--- config.mk ---
export PLATFORM = sky130hd
export DESIGN_NAME = decode_stage
export DESIGN_NICKNAME = d
export VERILOG_FILES = /design/src/rtl/decode_stage.sv
export SDC_FILE = /design/constraint.sdc
export NUM_CORES = 1
export LEC_CHECK = 0
export CAP_MARGIN = 10
export CORE_ASPECT_RATIO = 2
export CORE_MARGIN = 2
export CORE_UTILIZATION = 35
export CTS_CLUSTER_DIAMETER = 50
export DETAILED_ROUTE_END_ITERATION = 8
export PLACE_DENSITY = 0.68
export SETUP_SLACK_MARGIN = 0.3
export SLEW_MARGIN = 20
export SYNTH_ARGS = -nofsm -noshare
export SYNTH_HDL_FRONTEND = slang
export SYNTH_SLANG_ARGS = --single-unit
--- constraint.sdc ---
create_clock -name clk -period 1.77 [get_ports clk]
set_input_delay 0.531 -clock clk [delete_from_list [all_inputs] [get_ports clk]]
set_output_delay 0.531 -clock clk [all_outputs]
set_load 0.02 [all_outputs]
--- src/rtl/decode_stage.sv ---
// decode_stage
//   Registered, handshaked RV32I/RV64I decode stage between fetch and
//   register-read. The instruction is decoded combinationally at the input
//   and the decoded entry is captured on accept. A main entry drives the
//   outputs, and one skid entry absorbs the cycle of latency on in_ready.
//
// Ports
//   clk, rst_n      clock (rising edge), asynchronous active-low reset
//   flush           synchronous flush, drops every buffered entry
//   in_valid/ready  input handshake; in_ready is a register output
//   in_instr, in_pc raw instruction and its PC
//   out_valid/ready output handshake
//   out_pc          PC of the presented entry
//   out_opcode..out_funct7  raw bit slices of the instruction
//   out_imm         sign-extended immediate (XLEN bits)
//   out_fmt         R=0 I=1 S=2 B=3 U=4 J=5 unknown=7
//   out_illegal     not a legal base instruction (0 when CHECK_ILLEGAL=0)
module decode_stage #(
  parameter int XLEN          = 32,
  parameter int PC_WIDTH      = 32,
  parameter int CHECK_ILLEGAL = 1
) (
  input  logic                clk,
  input  logic                rst_n,
  input  logic                flush,
  input  logic                in_valid,
  output logic                in_ready,
  input  logic [31:0]         in_instr,
  input  logic [PC_WIDTH-1:0] in_pc,
  output logic                out_valid,
  input  logic                out_ready,
  output logic [PC_WIDTH-1:0] out_pc,
  output logic [6:0]          out_opcode,
  output logic [4:0]          out_rd,
  output logic [2:0]          out_funct3,
  output logic [4:0]          out_rs1,
  output logic [4:0]          out_rs2,
  output logic [6:0]          out_funct7,
  output logic [XLEN-1:0]     out_imm,
  output logic [2:0]          out_fmt,
  output logic                out_illegal
);

  localparam logic [2:0] FMT_R = 3'd0;
  localparam logic [2:0] FMT_I = 3'd1;
  localparam logic [2:0] FMT_S = 3'd2;
  localparam logic [2:0] FMT_B = 3'd3;
  localparam logic [2:0] FMT_U = 3'd4;
  localparam logic [2:0] FMT_J = 3'd5;
  localparam logic [2:0] FMT_X = 3'd7;

  localparam logic [6:0] OP_OP     = 7'h33;
  localparam logic [6:0] OP_OP32   = 7'h3B;
  localparam logic [6:0] OP_IMM    = 7'h13;
  localparam logic [6:0] OP_IMM32  = 7'h1B;
  localparam logic [6:0] OP_LOAD   = 7'h03;
  localparam logic [6:0] OP_JALR   = 7'h67;
  localparam logic [6:0] OP_SYSTEM = 7'h73;
  localparam logic [6:0] OP_FENCE  = 7'h0F;
  localparam logic [6:0] OP_STORE  = 7'h23;
  localparam logic [6:0] OP_BRANCH = 7'h63;
  localparam logic [6:0] OP_LUI    = 7'h37;
  localparam logic [6:0] OP_AUIPC  = 7'h17;
  localparam logic [6:0] OP_JAL    = 7'h6F;

  // Everything the output side needs; the raw fields are slices of instr.
  typedef struct packed {
    logic [PC_WIDTH-1:0] pc;
    logic [31:0]         instr;
    logic [XLEN-1:0]     imm;
    logic [2:0]          fmt;
    logic                ill;
  } entry_t;

  logic [6:0]  w_op;
  logic [2:0]  w_f3;
  logic [6:0]  w_f7;
  logic [2:0]  w_fmt;
  logic [31:0] w_imm32;
  logic        w_ill_raw;
  logic        w_ill;
  entry_t      w_new;

  logic   r_main_v;
  logic   r_skid_v;
  entry_t r_main;
  entry_t r_skid;
  logic   w_acc;
  logic   w_xfer;

  // ---------------------------------------------------------------- decode
  always_comb begin
    w_op = in_instr[6:0];
    w_f3 = in_instr[14:12];
    w_f7 = in_instr[31:25];

    case (w_op)
      OP_OP, OP_OP32:                         w_fmt = FMT_R;
      OP_IMM, OP_IMM32, OP_LOAD, OP_JALR,
      OP_SYSTEM, OP_FENCE:                    w_fmt = FMT_I;
      OP_STORE:                               w_fmt = FMT_S;
      OP_BRANCH:                              w_fmt = FMT_B;
      OP_LUI, OP_AUIPC:                       w_fmt = FMT_U;
      OP_JAL:                                 w_fmt = FMT_J;
      default:                                w_fmt = FMT_X;
    endcase

    case (w_fmt)
      FMT_I:   w_imm32 = {{20{in_instr[31]}}, in_instr[31:20]};
      FMT_S:   w_imm32 = {{20{in_instr[31]}}, in_instr[31:25], in_instr[11:7]};
      FMT_B:   w_imm32 = {{19{in_instr[31]}}, in_instr[31], in_instr[7],
                          in_instr[30:25], in_instr[11:8], 1'b0};
      FMT_U:   w_imm32 = {in_instr[31:12], 12'b0};
      FMT_J:   w_imm32 = {{11{in_instr[31]}}, in_instr[31], in_instr[19:12],
                          in_instr[20], in_instr[30:21], 1'b0};
      default: w_imm32 = '0;
    endcase

    w_ill_raw = 1'b0;
    if (in_instr[1:0] != 2'b11)
      w_ill_raw = 1'b1;
    if (w_fmt == FMT_X)
      w_ill_raw = 1'b1;
    if ((w_fmt == FMT_R) && (w_f7 != 7'h00) && (w_f7 != 7'h20) && (w_f7 != 7'h01))
      w_ill_raw = 1'b1;
    // Shift-immediate encodings: upper six bits select logical/arithmetic.
    if ((w_op == OP_IMM) && (w_f3 == 3'd1) && (in_instr[31:26] != 6'h00))
      w_ill_raw = 1'b1;
    if ((w_op == OP_IMM) && (w_f3 == 3'd5) &&
        (in_instr[31:26] != 6'h00) && (in_instr[31:26] != 6'h10))
      w_ill_raw = 1'b1;
    if (((w_op == OP_IMM32) || (w_op == OP_OP32)) && (XLEN == 32))
      w_ill_raw = 1'b1;
    if ((in_instr == 32'h0000_0000) || (in_instr == 32'hFFFF_FFFF))
      w_ill_raw = 1'b1;

    w_ill = (CHECK_ILLEGAL != 0) ? w_ill_raw : 1'b0;

    w_new.pc    = in_pc;
    w_new.instr = in_instr;
    w_new.imm   = XLEN'($signed(w_imm32));
    w_new.fmt   = w_fmt;
    w_new.ill   = w_ill;
  end

  // ------------------------------------------------------- main + skid
  assign w_acc  = in_valid && !r_skid_v;
  assign w_xfer = r_main_v && out_ready;

  // The skid can only fill while main holds and is not draining, so an
  // accept never coincides with a skid->main move.
  always_ff @(posedge clk or negedge rst_n) begin
    if (!rst_n) begin
      r_main_v <= 1'b0;
      r_skid_v <= 1'b0;
      r_main   <= '0;
      r_skid   <= '0;
    end else if (flush) begin
      r_main_v <= 1'b0;
      r_skid_v <= 1'b0;
    end else if (w_xfer) begin
      if (r_skid_v) begin
        r_main   <= r_skid;
        r_skid_v <= 1'b0;
      end else if (w_acc) begin
        r_main   <= w_new;
      end else begin
        r_main_v <= 1'b0;
      end
    end else if (!r_main_v) begin
      if (w_acc) begin
        r_main   <= w_new;
        r_main_v <= 1'b1;
      end
    end else if (w_acc) begin
      r_skid   <= w_new;
      r_skid_v <= 1'b1;
    end
  end

  assign in_ready    = !r_skid_v;
  assign out_valid   = r_main_v;
  assign out_pc      = r_main.pc;
  assign out_opcode  = r_main.instr[6:0];
  assign out_rd      = r_main.instr[11:7];
  assign out_funct3  = r_main.instr[14:12];
  assign out_rs1     = r_main.instr[19:15];
  assign out_rs2     = r_main.instr[24:20];
  assign out_funct7  = r_main.instr[31:25];
  assign out_imm     = r_main.imm;
  assign out_fmt     = r_main.fmt;
  assign out_illegal = r_main.ill;

endmodule
==> metrics.md, run 1 <==
| Metric | Value |
|---|---|
| Static leakage | 6.48 nW |
| Fin Clk Skew | 14.8 ps |
| Site Rows | 81 |
| WP data required | 2170 ps |
| Avg WL per Cell | 19.7 µm |
| Root Buffer | clkbuf_16 |
| Drt drc | 0 |
| Post-synth EDFFs | 0 |
| Setup violations, final | 0 |
| Most frequent cells in the layout | 200 x dfrtp_1, 172 x buf_4, 129 x nand2_1 |
| Die Footprint | 25,800 µm² |
| GRT Resource Usage Total | 22.4% |
| Antenna cell count | 0 |
| Post-synthesis cell type count | 53 |
| Ys async rst share | 100% |
| H-tree levels | 1 |
| Hold Path End | r_skid[39] |
| Fin crit period | 1680 ps |
| Post-place setup slack | -883 ps |
| Worst-Skew Late Latency | 500 ps |
| Sequential cell area fraction in the yosys report | 59.0% |
| GPL Wtd Cong | 0.846 |
| Slowest Stage Delay on Critical Path | 420 ps |
| CTS tree | built |
| Slew margin rel. | 75.8% |
| # port buffers | 170 |
| Main synth FF type | dfrtp_1 |
| CTS sink count | 202 |
| Layout cell share with drive strength beyond 1 | 45.5% |
| Power Total | 15.6 mW |
| Initial antenna violation count | 0 |
| Sum Neg Setup Slack | 0 ps |
| Final Cell Area | 14,500 µm² |
| Pin slew with the least headroom to its limit | 363 ps |
| Placed cell count | 1,423 |
| Leading post-synthesis cells by cell area | dfrtp_1 59%, nand2_1 10%, o22ai_1 7.2%, a21oi_1 7.0%, nor2_1 4.3% |
| Critical Path Slowest Stage Cell | dfrtp_2 |
| Avg Inst Size Synth | 9.34 µm² |
| R2R setup slack | 90 ps |
| Fin. max-slew vios | 0 |
| Synthesized Nets | 986 |
| Reg2reg path depth | 8 |
| Number of global-route vias before repair | 8,596 |
| Cells along the critical path | buf_6 > a21oi_4 > a21boi_4 > buf_6 > buf_12 > clkbuf_16 > nor2_1 > a211oi_2 |
| Yosys top cell by area | dfrtp_1 |
| Met3 track demand over resource | 3.09% |
| Hold depth | 3 |
| Synth Warn # | 0 |
| Setup crit end kind | flip-flop |
| R2r endpoint | out_imm[10] |
| Vias/cell | 5.49 |
| Commonest non-fill, non-tap cell in the layout | dfrtp_1 |
| Io pins | 171 |
| Finished Layout Cells | 1,577 |
| Layout Nets | 1,344 |
| Met2 Use GR | 36.3% |
| Hold Path Class | input pin to flip-flop |
| Worst ir drop on vdd | 0.798 mV |
| Die Y | 225 µm |
| First-pass GRT wire length | 46,000 µm |
| Gr ovfl total | 0 |
| Starting density of the core | 35.4% |
| Fin Hold WS | 453 ps |
| Final hold viol count | 0 |
| Outcome | finished clean |
| PwrDens | 1070 nW/µm² |
| Iter 0 DRT Violations | 499 |
| Largest net degree at the start of global routing | 56 |
| Placed Area | 11,600 µm² |
| HPWL after detailed placement | 19,200 µm |
| Max FO, Critical Path | 8 |
| Area growth syn-to-layout | 69.5% |
| Gr busiest metal | met2 |
| Syn Inst Count | 917 |
| Routed Antenna Nets | 0 |
| CP most frequent cell | buf_6 |
| Max Root-Sink Buffers | 3 |
| Max Clock Freq | 596 MHz |
| Mapped Area | 8570 µm² |
| Post-Route WL | 31,100 µm |
| Worst R2R Start | out_valid |
| Synthesized flop and latch total | 202 |
| Hold path start | in_instr[3] |
| Clock slew at reported path FFs | 70 ps |
| Total number of vias | 8,650 |
| Core Util, Final | 60.0% |
| Max-Cap Viols | 0 |
| CP Class | flip-flop to flip-flop |
| CTS buffer count | 19 |
| Arrival time worst endpoint | 2080 ps |
| Initial DRT Pass Iterations | 5 |
| Die Width | 115 µm |
| Post-synth top area share | 59.0% |
| Critical Path Start Type | flip-flop |
| Core area | 24,200 µm² |
| Final setup margin | 92.4 ps |
| GR Util met1 | 31.3% |
| Tcrit/Tclk final | 94.8% |
| RSZ-0062 raised after global routing | true |
[layer usage]
metal  wire [µm]  vias to the layer above
met1       12900                     4300
li1            -                     3922
met3        1930                       61
met4         804                        0
met2       15500                      367
met5           0                        -
[cell type report]
type                    instances  area (µm²)
fillers                      1922        9700
flip-flops and latches        202        5060
repair buffers                408        4260
multi-input cells             642        4140
clock buffers                  29         563
well taps                     290         363
clock inverters                 4         120
inverters                       2        22.5
[state kept, by name, summed over array words and instances (netlist names)]
name	cells
r_skid	100
out_imm	32
out_pc	32
out_funct7	7
out_opcode	7
out_rd	5
out_rs1	5
out_rs2	5
out_fmt	3
out_funct3	3
out_illegal	1
out_valid	1
r_skid_v	1
[synthesized netlist by cell type, types with 6 or more instances]
library cell / instances
nand3_1: 6
buf_2: 30
nand4_1: 6
dfrtp_1: 202
o22ai_1: 98
nand2_1: 229
o21ai_0: 7
o22a_1: 7
a211oi_1: 7
nor2_1: 97
clkbuf_1: 34
a22o_1: 6
a21oi_1: 119
[logic make-up (layout without fill, tap and decap cells)]
family / after synthesis / in the layout / synth area share (%)
muxes: 3 / 3 / 0.423
buffers and inverters: 73 / 443 / 3.86
and+or+nand+nor: 366 / 366 / 17.4
xor gates and xnor gates: 2 / 2 / 0.205
AOI/OAI and AO/OA: 271 / 271 / 19.1
DFF: 202 / 202 / 59.0
[critical path: cells and delay by family (launching register included)]
| family | cells | cell delay, ps |
|---|---|---|
| AND/OR/NAND/NOR | 1 | 60 |
| AO/OA/AOI/OAI | 3 | 530 |
| buffers and inverters | 4 | 580 |
| flip-flops | 1 | 420 |
[worst max-delay path by stage]
stage | from | end | slack, ps | cells after the start
6_report | out_valid | out_imm[10] | 90 | 8
2_1_floorplan | in_instr[2] | out_imm[11] | -140 | 6
4_1_cts | out_valid | out_rd[1] | 100 | 9
3_3_place_gp | in_instr[4] | r_skid[34] | -840 | 8
5_1_grt | out_valid | out_imm[10] | 6 | 8
3_5_place_dp | in_instr[4] | r_skid[11] | -880 | 7
[what timing repair did]
| action | CTS | global route |
|---|---|---|
| gates cloned | 5 | 10 |
| endpoints found under the setup margin | 302 | 302 |
| endpoints found under the hold margin | 21 | 0 |
| hold buffers | 1 | 0 |
| pin swaps | 19 | 24 |
| buffers inserted | 58 | 47 |
| gates resized for setup | 682 | 216 |
[where the power goes]
part | switching (mW) | internal (mW) | leakage [nW] | total, mW
clock network | 1.79 | 2.77 | 0.333 | 4.56
logic | 2.13 | 2.49 | 3.74 | 4.62
registers | 0.812 | 5.57 | 2.40 | 6.38
total | 4.74 | 10.8 | 6.48 | 15.6
(Power assumes the default switching activity.)
==> inputs of run 2 (changes only) <==
- CORE_UTILIZATION: 35 -> 52
- GPL_TIMING_DRIVEN: not set -> 0
- PLACE_DENSITY: 0.68 -> 0.9
- SKIP_LAST_GASP: not set -> 1
==> metrics.md, run 2 (synthesized netlist as in run 1, its figures left out) <==
| Metric | Value |
|---|---|
| Outcome | finished with violations |
| Violated checks | negative setup slack |
| Max reg flops | 100 |
| Layout cell share with drive strength beyond 1 | 45.0% |
| Fin Clk Skew | 13.6 ps |
| Worst-Skew Late Latency | 530 ps |
| Avg WL per Cell | 27.2 µm |
| Fin. max-slew vios | 0 |
| Max Clock Freq | 532 MHz |
| Worst Path Buf+Inv | 4 |
| Max-Cap Viols | 0 |
| WP data required | 2180 ps |
| Metal2 WL | 18,900 µm |
| CTS sink count | 202 |
| Iter 0 DRT Violations | 1,248 |
| HPWL after detailed placement | 18,800 µm |
| Largest Register | r_skid |
| Area growth syn-to-layout | 63.2% |
| CP Class | flip-flop to flip-flop |
| Vias/cell | 6.78 |
| Sum Neg Setup Slack | -611 ps |
| Max Root-Sink Buffers | 3 |
| Slowest Stage Delay on Critical Path | 390 ps |
| Switching share of total power | 33.1% |
| Post-Route WL | 39,100 µm |
| CTS buffer count | 19 |
| Max FO, Critical Path | 10 |
| Critical Path Slowest Stage Cell | dfrtp_2 |
| Slew margin rel. | 59.1% |
| Finished Layout Cells | 1,440 |
| Internal power | 10.6 mW |
| Die Y | 186 µm |
| Drt drc | 0 |
| Comb power frac | 30.6% |
| Flop pwr share | 40.6% |
| Highest routed layer | met4 |
| # port buffers | 168 |
| Sw power | 5.25 mW |
| Arrival time worst endpoint | 2290 ps |
| Cells along the critical path | buf_6 > nand2_4 > buf_12 > nor3_4 > buf_4 > clkbuf_4 > nor2_1 > a21oi_1 |
| Clock share of power | 28.8% |
| Starting density of the core | 52.9% |
| Largest delay share family, worst path | buffers and inverters |
| Io pins | 171 |
| Root Buffer | clkbuf_16 |
| Setup violations, final | 18 |
| PwrDens | 1130 nW/µm² |
| R2R setup slack | -110 ps |
| Critical Path Start Type | flip-flop |
| Total number of vias | 9,761 |
| Post-place setup slack | -1010 ps |
| Largest net degree at the start of global routing | 97 |
| Core Util, Final | 86.4% |
| Die Width | 94.8 µm |
| Initial antenna violation count | 2 |
| GPL Wtd Cong | 0.938 |
| Static leakage | 6.19 nW |
| Pin slew with the least headroom to its limit | 613 ps |
| Number of global-route vias before repair | 8,879 |
| Routed Antenna Nets | 0 |
| CTS tree | built |
| Die Footprint | 17,600 µm² |
| Fin crit period | 1880 ps |
| Hold Path Class | input pin to flip-flop |
| Tcrit/Tclk final | 106% |
| Final setup margin | -108 ps |
| GRT Resource Usage Total | 34.9% |
| Site Rows | 66 |
| First-pass GRT wire length | 47,100 µm |
| Layout Nets | 1,290 |
| Commonest non-fill, non-tap cell in the layout | dfrtp_1 |
| Most frequent cells in the layout | 200 x dfrtp_1, 171 x nand2_1, 124 x buf_6 |
| H-tree levels | 1 |
| Setup crit end kind | flip-flop |
| RSZ-0062 raised after global routing | true |
| Worst ir drop on vdd | 0.941 mV |
| Initial DRT Pass Iterations | 8 |
| DR WL met3 | 4130 µm |
| M1 wire length | 12,000 µm |
| Clock slew at reported path FFs | 70 ps |
| Filler cells | 691 |
| Core area | 16,200 µm² |
| Gr ovfl total | 0 |
| Final hold viol count | 0 |
| Placed cell count | 1,291 |
-- run 2: changes by cell type in the layout (fill, tap and decap cells not counted), sizes merged, moves of 2 or more --
| cell | change |
|---|---|
| dlygate4sd2 | +11 |
| buf | -82 |
| clkdlybuf4s50 | -15 |
| clkbuf | +28 |
| clkdlybuf4s15 | +4 |
| diode | +2 |
-- run 2: final timing paths --
path,startpoint,end,depth (start not counted)
min in group asynchronous,rst_n,r_skid[42],2
worst min register to register,r_skid[89],r_skid[89],2
worst max-delay path,out_valid,r_skid[34],8
worst min-delay path,in_instr[3],r_skid[39],4
max in group asynchronous,rst_n,r_skid[71],3
worst max register to register,out_valid,r_skid[34],8
-- run 2: per-layer routing --
layer | GRT usage (%) | up-vias
li1 | - | 3810
met5 | 0 | -
met2 | 59.3 | 944
met1 | 38.5 | 4635
met4 | 25.4 | 0
met3 | 5.95 | 372
-- run 2: power groups by stage --
stage          logic, mW  registers [mW]  clock network (mW)
2_1_floorplan       1.28            6.63                   0
3_3_place_gp        3.24            6.17                   0
3_5_place_dp        3.35            6.21                   0
4_1_cts             3.53            6.16                4.43
5_1_grt             5.08            6.46                4.71
6_report            4.86            6.44                4.57
-- run 2: area by class of cell --
| type | instances | area (µm²) | share of cell area (%) |
|---|---|---|---|
| timing repair buffer | 284 | 3020 | 21.6 |
| sequential | 202 | 5060 | 36.2 |
| inverter | 2 | 22.5 | 0.161 |
| clock inverter | 5 | 104 | 0.743 |
| clock buffer | 29 | 573 | 4.10 |
| antenna | 2 | 5.00 | 0.0358 |
| buffer | 70 | 688 | 4.92 |
| multi-input combinational | 642 | 4260 | 30.4 |
| tap | 204 | 255 | 1.83 |
-- run 2: worst min-delay path, stage by stage --
cell	delay [ps]
buf_8	110
buf_6	140
nand2_1	70
nand2_1	60
-- run 2: stage by stage --
step	instance area (µm²)	hold WS [ps]	total power [mW]
5_1_grt	14000	452	16.3
3_3_place_gp	10900	454	9.41
2_1_floorplan	8990	235	7.91
4_1_cts	12500	433	14.1
6_report	14000	437	15.9
3_5_place_dp	11000	420	9.56
-- run 2: what timing repair did --
| action | CTS | global route |
|---|---|---|
| gates cloned | 5 | 8 |
| resized for setup | 491 | 500 |
| pin swaps | 19 | 13 |
| endpoints found under the hold margin | 34 | 0 |
| setup buffers | 40 | 60 |
| hold buffers | 1 | 0 |
| setup endpoints to repair | 303 | 302 |
